--- config.mk ---
export PLATFORM = sky130hd
export DESIGN_NAME = fft_frame_loader
export DESIGN_NICKNAME = d
export VERILOG_FILES = /design/src/rtl/fft_pkg.sv /design/src/rtl/fft_frame_bank.sv /design/src/rtl/fft_frame_loader.sv
export SDC_FILE = /design/constraint.sdc
export NUM_CORES = 1
export LEC_CHECK = 0
export ABC_AREA = 1
export CORE_ASPECT_RATIO = 1.25
export CORE_MARGIN = 1
export CORE_UTILIZATION = 45
export CTS_CLUSTER_SIZE = 40
export DETAILED_ROUTE_END_ITERATION = 10
export PLACE_DENSITY = 0.71
export SYNTH_ARGS = -nofsm -noshare
export SYNTH_HDL_FRONTEND = slang
export SYNTH_SLANG_ARGS = --single-unit
--- constraint.sdc ---
create_clock -name clk -period 1.65 [get_ports clk]
set_clock_uncertainty 0.2 [all_clocks]
set_input_delay 0.165 -clock clk [delete_from_list [all_inputs] [get_ports clk]]
set_output_delay 0.165 -clock clk [all_outputs]
set_load 0.02 [all_outputs]
--- src/rtl/fft_pkg.sv ---
// ============================================================================
// fft_pkg : shared types, sizes and the slot-order helper for the FFT frame loader
// Optional build macro: FFT_LOADER_BITREV_EN (bit-reversed slot order)
// Revision: 1.0
// ============================================================================
`default_nettype none

package fft_pkg;

  localparam int FFT_N    = 4;
  localparam int SAMPLE_W = 16;
  localparam int LOG2N    = $clog2(FFT_N);

  typedef logic [SAMPLE_W-1:0] sample_t;
  typedef sample_t [FFT_N-1:0] frame_t;

  // Reverses the low 'width' bits of idx.
  function automatic int bitrev(input int idx, input int width);
    int r;
    r = 0;
    for (int b = 0; b < width; b++) begin
      if (idx[b]) r = r | (1 << (width - 1 - b));
    end
    return r;
  endfunction

endpackage

`default_nettype wire

--- src/rtl/fft_frame_bank.sv ---
// ============================================================================
// fft_frame_bank : one N-slot sample bank, written by write-order position,
// with zero-fill of all later positions when a frame closes early.
// Optional build macro: FFT_LOADER_BITREV_EN (position k lands in slot bitrev(k))
// Revision: 1.0
// ============================================================================
`default_nettype none

module fft_frame_bank
  import fft_pkg::*;
#(
  parameter int N            = 4,
  parameter int SAMPLE_WIDTH = 16
) (
  input  logic                      clk,
  input  logic                      rst,
  input  logic                      wr_en,
  input  logic [$clog2(N)-1:0]      wr_pos,
  input  logic [SAMPLE_WIDTH-1:0]   wr_data,
  input  logic                      close,
  output logic [N*SAMPLE_WIDTH-1:0] data
);

  localparam int ADDR_W = $clog2(N);

  // One register per write-order position; the position-to-lane mapping is a
  // fixed permutation, so each lane of 'data' has exactly one driver.
  for (genvar j = 0; j < N; j++) begin : g_slot
    localparam logic [ADDR_W-1:0] POS = ADDR_W'(j);
`ifdef FFT_LOADER_BITREV_EN
    localparam int SLOT = bitrev(j, ADDR_W);
`else
    localparam int SLOT = j;
`endif
    logic [SAMPLE_WIDTH-1:0] q;
    logic                    hit;
    logic                    pad;

    assign hit = (wr_pos == POS);
    assign pad = close && (int'(wr_pos) < j);

    always_ff @(posedge clk) begin
      if (rst) begin
        q <= '0;
      end else if (wr_en) begin
        if (hit)      q <= wr_data;
        else if (pad) q <= '0;
      end
    end

    assign data[SLOT*SAMPLE_WIDTH +: SAMPLE_WIDTH] = q;
  end

endmodule

`default_nettype wire

--- src/rtl/fft_frame_loader.sv ---
// ============================================================================
// fft_frame_loader : packs a serial valid/ready sample stream into N-lane
// frames through a ping-pong pair of banks.
// Optional build macro: FFT_LOADER_BITREV_EN (bit-reversed lane order)
// Revision: 1.0
// ============================================================================
`default_nettype none

module fft_frame_loader
  import fft_pkg::*;
#(
  parameter int N            = 4,
  parameter int SAMPLE_WIDTH = 16
) (
  input  logic                      clk,
  input  logic                      rst,
  input  logic [SAMPLE_WIDTH-1:0]   s_data,
  input  logic                      s_valid,
  input  logic                      s_last,
  output logic                      s_ready,
  output logic [N*SAMPLE_WIDTH-1:0] frame_data,
  output logic                      frame_valid,
  input  logic                      frame_ready,
  output logic                      frame_padded
);

  localparam int                ADDR_W   = $clog2(N);
  localparam logic [ADDR_W-1:0] LAST_POS = ADDR_W'(N - 1);

  logic [1:0]              full;
  logic [1:0]              padded;
  logic                    wr_bank;
  logic                    rd_bank;
  logic [ADDR_W-1:0]       wr_cnt;
  logic                    accept;
  logic                    close;
  logic                    consume;
  logic [N*SAMPLE_WIDTH-1:0] bank_data [2];

  // Outputs are forced quiet while rst is high, before the registers settle.
  assign s_ready      = !rst && !full[wr_bank];
  assign accept       = s_valid && s_ready;
  assign close        = accept && (s_last || (wr_cnt == LAST_POS));
  assign frame_valid  = !rst && full[rd_bank];
  assign consume      = frame_valid && frame_ready;
  assign frame_padded = !rst && padded[rd_bank];
  assign frame_data   = rst ? '0 : bank_data[rd_bank];

  // A close always targets an empty bank and a consume a full one, so the two
  // never touch the same bit of full[] in one cycle.
  always_ff @(posedge clk) begin
    if (rst) begin
      full    <= '0;
      padded  <= '0;
      wr_bank <= 1'b0;
      rd_bank <= 1'b0;
      wr_cnt  <= '0;
    end else begin
      if (accept) begin
        wr_cnt <= close ? '0 : wr_cnt + 1'b1;
      end
      if (close) begin
        full[wr_bank]   <= 1'b1;
        padded[wr_bank] <= (wr_cnt != LAST_POS);
        wr_bank         <= ~wr_bank;
      end
      if (consume) begin
        full[rd_bank] <= 1'b0;
        rd_bank       <= ~rd_bank;
      end
    end
  end

  for (genvar b = 0; b < 2; b++) begin : g_bank
    localparam logic BANK = 1'(b);
    logic bank_wr;

    assign bank_wr = accept && (wr_bank == BANK);

    fft_frame_bank #(
      .N            (N),
      .SAMPLE_WIDTH (SAMPLE_WIDTH)
    ) u_bank (
      .clk     (clk),
      .rst     (rst),
      .wr_en   (bank_wr),
      .wr_pos  (wr_cnt),
      .wr_data (s_data),
      .close   (close),
      .data    (bank_data[b])
    );
  end

endmodule

`default_nettype wire

Yosys cells after proc, flatten, opt, wreduce, memory -nomap -nowiden
Cells that the tools add are included.
{"block": "totals", "reg_bits": 136, "out_inout_bits": 67, "elab_cells": 85}
{"block": "classes", "addsub": 1, "order_cmp": 8, "eq_ne": 4, "n_mux": 25, "bitwise_logic": 6, "reduce_logical": 28}
{"operator": "$mux W64", "count": 4}
{"operator": "$mux W16", "count": 6}
{"operator": "$reduce_and A2 Y1", "count": 8}
{"operator": "$logic_and A1 B1 Y1", "count": 13}
{"operator": "$mux W1", "count": 8}
{"operator": "$mux W2", "count": 4}
{"operator": "$reduce_bool A2 Y1", "count": 3}
{"operator": "$eq A2 B2 Y1 const B", "count": 2}
{"operator": "$lt A1 B2 Y1 const B", "count": 2}
{"operator": "$lt A2 B2 Y1 const B", "count": 2}
{"operator": "$add A2 B1 Y2 const B", "count": 1}
{"operator": "$and A2 B2 Y2", "count": 1}
{"operator": "$bwmux W2", "count": 1}
{"operator": "$demux W1 S1", "count": 2}
{"operator": "$eq A2 B1 Y1 const B", "count": 1}
{"operator": "$ge A1 B1 Y1 const B", "count": 2}
{"operator": "$ge A2 B2 Y1 const B", "count": 1}
{"operator": "$logic_not A1 Y1", "count": 2}
{"operator": "$logic_not A2 Y1", "count": 1}
{"operator": "$lt A2 B1 Y1 const B", "count": 1}
{"operator": "$ne A2 B2 Y1 const B", "count": 1}
{"operator": "$not A1 Y1", "count": 2}
{"operator": "$not A1 Y2", "count": 1}
{"operator": "$not A2 Y2", "count": 1}
{"operator": "other kinds (2)", "count": 2}

Depth between registers and ports, before layout
{"block": "depth", "word_depth": 10, "depth_mapped": 11}

Cells and area by module
Synthesis repeated with hierarchy kept, for this count alone.
{"block": "unflattened", "hier_cells": 957, "area_unflattened_um2": 6351.1}
{"module": "fft_frame_bank", "n_inst": 2, "cells_per_inst": 341, "area_per_inst_um2": 2502.4, "seq_area_each_um2": 1281.2}
{"module": "fft_frame_loader", "n_inst": 1, "cells_per_inst": 275, "area_per_inst_um2": 1346.3, "seq_area_each_um2": 160.2}

Worst setup path before layout
No wires, ideal clock.
{"block": "synth_path", "path_type": "reg-to-reg", "start": "reg wr_bank", "end": "reg g_bank[1].u_bank.g_slot[0].q[11]", "setup_time_ns": 0.128, "t_arrival_ns": 1.456, "required_time_ns": 1.322, "setup_slack_ns": -0.134, "path_stages_with_launch": 9, "synth_period_minus_slack_ns": 1.784, "cell_sequence": "dfxtp_1 -> nor2_1 -> nor2_4 -> nand2_4 -> nor2_8 -> nand2_1 -> clkbuf_1 -> o21ai_0 -> a21oi_1"}
{"block": "synth_via", "elab_chain_cells": 7}
{"item": "start, declared", "line_no": "fft_frame_loader.sv:32", "text": "logic wr_bank;"}
{"item": "start signal, assigned", "line_no": "fft_frame_loader.sv:65", "text": "wr_bank <= ~wr_bank;"}
{"item": "$mux W1 (implied by the code) (2 in series)", "line_no": "fft_frame_loader.sv:41", "text": "assign s_ready = !rst && !full[wr_bank];"}
{"item": "$logic_not A1 Y1", "line_no": "fft_frame_loader.sv:41"}
{"item": "$logic_and A1 B1 Y1", "line_no": "fft_frame_loader.sv:41"}
{"item": "net s_ready", "line_no": "fft_frame_loader.sv:20", "text": "output logic s_ready,"}
{"item": "$logic_and A1 B1 Y1", "line_no": "fft_frame_loader.sv:42", "text": "assign accept = s_valid && s_ready;"}
{"item": "$logic_and A1 B1 Y1", "line_no": "fft_frame_loader.sv:78", "text": "assign bank_wr = accept && (wr_bank == BANK);"}
{"item": "$reduce_and A2 Y1 (no line)"}
{"item": "end signal, assigned", "line_no": "fft_frame_bank.sv:46", "text": "if (hit) q <= wr_data;"}
{"item": "end, declared", "line_no": "fft_frame_bank.sv:35", "text": "logic [SAMPLE_WIDTH-1:0] q;"}
The timed path passes the listed nets, and every way through them passes these cells. The select of a mux whose other input is x is not followed.
A chain may end at the register's enable or synchronous reset.

Worst setup path in the final report
{"block": "layout_path", "start": "reg rd_bank", "end": "out frame_data[51]"}
{"block": "layout_via", "elab_chain_cells": 5}
{"item": "start, declared", "line_no": "fft_frame_loader.sv:33", "text": "logic rd_bank;"}
{"item": "start signal, assigned", "line_no": "fft_frame_loader.sv:69", "text": "rd_bank <= ~rd_bank;"}
{"item": "$not A1 Y2 (implied by the code)", "line_no": "fft_frame_loader.sv:47", "text": "assign frame_data = rst ? '0 : bank_data[rd_bank];"}
{"item": "$mux W64 (implied by the code) (3 in series)", "line_no": "fft_frame_loader.sv:47"}
{"item": "$mux W64", "line_no": "fft_frame_loader.sv:47"}
{"item": "end, declared", "line_no": "fft_frame_loader.sv:21", "text": "output logic [N*SAMPLE_WIDTH-1:0] frame_data,"}
No other way between the ends. The select of a mux whose other input is x is not followed.

==> metrics.txt <==
depth of the most critical reg-to-reg path=10; DIE AREA=14200 µm²; number of hold-slack violations in the final timing report=0; number of cells on the worst hold path=5; Final Non-Filler Cells=1226; number of gates on the worst path with buffers counted=5; Port Buffer Count=87; setup repair after global routing missed its margin=yes; count of mapped cells out of synthesis=898; # fillers=995; first-pass GRT wire length=30.0 mm; violated checks=negative setup slack; area occupied by registers=2730 µm²; crit path DAT=1.63 ns; Yosys top cell area share=0.442; vias per cell=5.73; commonest cells in the netlist=nand2_1, dfxtp_1, nor2_1, a21oi_1, o21ai_0; max-cap viol count=0; vias in the first global route=5945; share of async-settable or async-resettable flops after synthesis=0; share of cells above drive strength 1=0.354; result of the run=finished, violations left; number of synthesized flops with an enable pin=0; source-to-sink clock delay at the later pin of the worst-skew pair=0.42 ns; clock tree from TritonCTS=done; longest individual stage delay on the worst path=0.46 ns; sequential cell area fraction in the yosys report=0.442; Req. time, crit path=1.28 ns; cell types with the largest area share after synthesis=dfxtp_1, nand2_1, a21oi_1; Worst Max-Slew Pin Slew=0.914 ns; highest clock rate=0.501 GHz; clock-pin slew on the worst setup and hold paths=0.06 ns; kind of capture point of the worst setup path=primary output; Syn Nets=923; type of the setup path with the least slack=reg2out; post-layout worst setup margin=-0.346 ns; Initial Utilization=0.464; worst reg2reg path startpoint=wr_bank$_SDFFE_PP0P_; violation count after the first detailed-routing iteration=512; maximum vdd ir drop=0.000670 V; power per standard cell area=931 nW/µm²; multi-input combinational cell area=3580 µm²; post-detail-place hpwl=11.2 mm; cells along the critical path=buf_6 -> clkbuf_16 -> o21ai_1 -> a21oi_1 -> buf_4; Post-Synthesis Mean Instance Area=6.86 µm²; Die Span Y=133 µm; Row Count=47; maximum number of pins on one net before global-route repair=70; DR WL/cell=19.0 µm; gr ovfl total=0; leakage=3.87 nW; Total Routing Usage GR=0.271; worst reg2reg path endpoint=g_bank[0].u_bank.g_slot[0].q[10]$_SDFFE_PP0P_; largest area contributor in the netlist=dfxtp_1; Critical Path End=frame_data[51]; TritonCTS sink count=136; last weighted congestion value of the routability-driven placer=0.817; width of the chip=107 µm; H-tree level count=4; Root Buffer=clkbuf_16; Netlist Area Pre-Place=6160 µm²; CP Launch Type=flip-flop; distinct cell type count of the synthesized netlist=23; number of placed instances with taps included=1155; most used standard cell by instance count after synthesis=nand2_1; count of hold buffers inserted by post-cts repair=0; Period Utilization, post-route=1.21; vias after detailed routing=7030; Slew Limit Headroom=0.390; ports placed on the boundary=88; growth of design area from synthesis to finish=53.7%; ys flop type=dfxtp_1; TritonCTS Buffers=17; Clock Path Buffers=2; DP Worst Slack=-0.335 ns; Synth Register Bits=136; worst-path fanout max=8; highest-delay cell along the critical path=dfxtp_4; Pre-antenna DRT Iters=5; number of antenna cells inserted=0; worst setup slack for register-to-register paths=-0.27 ns; floorplan core area=13300 µm²; final setup violation count=203; number of max-slew violations in the final report=0; Post-Route WL=23.3 mm; Total Power=8.82 mW; post-route minimum period=2.00 ns; CP startpoint=rd_bank$_SDFFE_PP0P_; initial antenna violation count=0; buffering stage count on the worst path with inverters included=3; Final Net Count=1067; synthesis warning total=0; worst min path class=in2reg; crit-path leading delay family=buffers and inverters; remaining design rule violation count=0; antenna violation net count after detailed routing=0
[worst reg2reg max path, delay by kind of cell, from the launching register on]
kind	cells	cell delay (ns)
AOI/OAI and AO/OA	1	0.08
buffers and inverters	2	0.32
and+or+nand+nor	7	0.80
DFF	1	0.36
[power breakdown]
part,internal (mW),switching (mW)
clock,2.60,1.49
sequential,3.35,0.0477
combinational,0.543,0.791
total,6.50,2.33
[routing by layer]
layer	GRT usage	part of all wire
met4	0.117	0.061
met1	0.346	0.38
met3	0.0468	0.080
met5	0	0
met2	0.446	0.48
[logic make-up after synthesis]
logic type	synth area share
fa+ha+maj	0.00812
buf+inv	0.0918
flops	0.442
compound gates	0.182
simple gates	0.276
[what timing repair did]
item                                    CTS  global route
endpoints found under the setup margin  199           201
gates resized for setup                 351           251
pin swaps                                16            39
buffers inserted                         12            12
cloned                                    3            13
[how the worst min path moves through the flow]
| stage | from | endpoint | slack [ns] |
|---|---|---|---|
| after floorplan | s_data[0] | g_bank[1].u_bank.g_slot[3].q[0]$_SDFFE_PP0P_ | 0.10 |
| after global placement | g_bank[1].u_bank.g_slot[0].q[0]$_SDFFE_PP0P_ | g_bank[1].u_bank.g_slot[0].q[0]$_SDFFE_PP0P_ | 0.24 |
| after detailed placement | g_bank[1].u_bank.g_slot[0].q[11]$_SDFFE_PP0P_ | g_bank[1].u_bank.g_slot[0].q[11]$_SDFFE_PP0P_ | 0.24 |
| after CTS | rst | g_bank[1].u_bank.g_slot[2].q[0]$_SDFFE_PP0P_ | 0.06 |
| after global routing | rst | g_bank[1].u_bank.g_slot[2].q[3]$_SDFFE_PP0P_ | 0.08 |
| final | rst | g_bank[0].u_bank.g_slot[2].q[1]$_SDFFE_PP0P_ | 0.06 |
[sequential cells by signal, summed over array words and instances, names as in the netlist]
name	flops
full	2
g_bank.u_bank.g_slot.q	128
padded	2
rd_bank	1
wr_bank	1
wr_cnt	2
[cell usage in the layout, fill, tap and decap left out, types with 39 or more instances in the layout]
cell / n
nand2_1: 135
dfxtp_1: 133
nor2_1: 95
buf_4: 95
a21oi_1: 82
nand3_1: 71
inv_1: 54
o21ai_1: 44
o21ai_0: 43
a21oi_2: 39
[area by class of cell]
| type | count | share of cell area |
|---|---|---|
| Multi-Input combinational cell | 635 | 0.378 |
| Clock inverter | 12 | 0.0182 |
| Inverter | 61 | 0.0257 |
| Timing Repair Buffer | 191 | 0.219 |
| Tap cell | 171 | 0.0226 |
| Clock buffer | 20 | 0.0482 |
| Sequential cell | 136 | 0.288 |
[stage by stage]
step	util	hold slack [ns]	setup TNS [ns]	area (µm²)
after global routing	0.713	0.0783	-47.65	9480
after floorplan	-	0.104	-5.13	6280
after global placement	0.573	0.237	-41.38	7620
final	0.713	0.0644	-36.44	9480
after detailed placement	0.573	0.241	-43.46	7620
after CTS	0.641	0.0553	-25.48	8520
(Power assumes the default switching activity.)
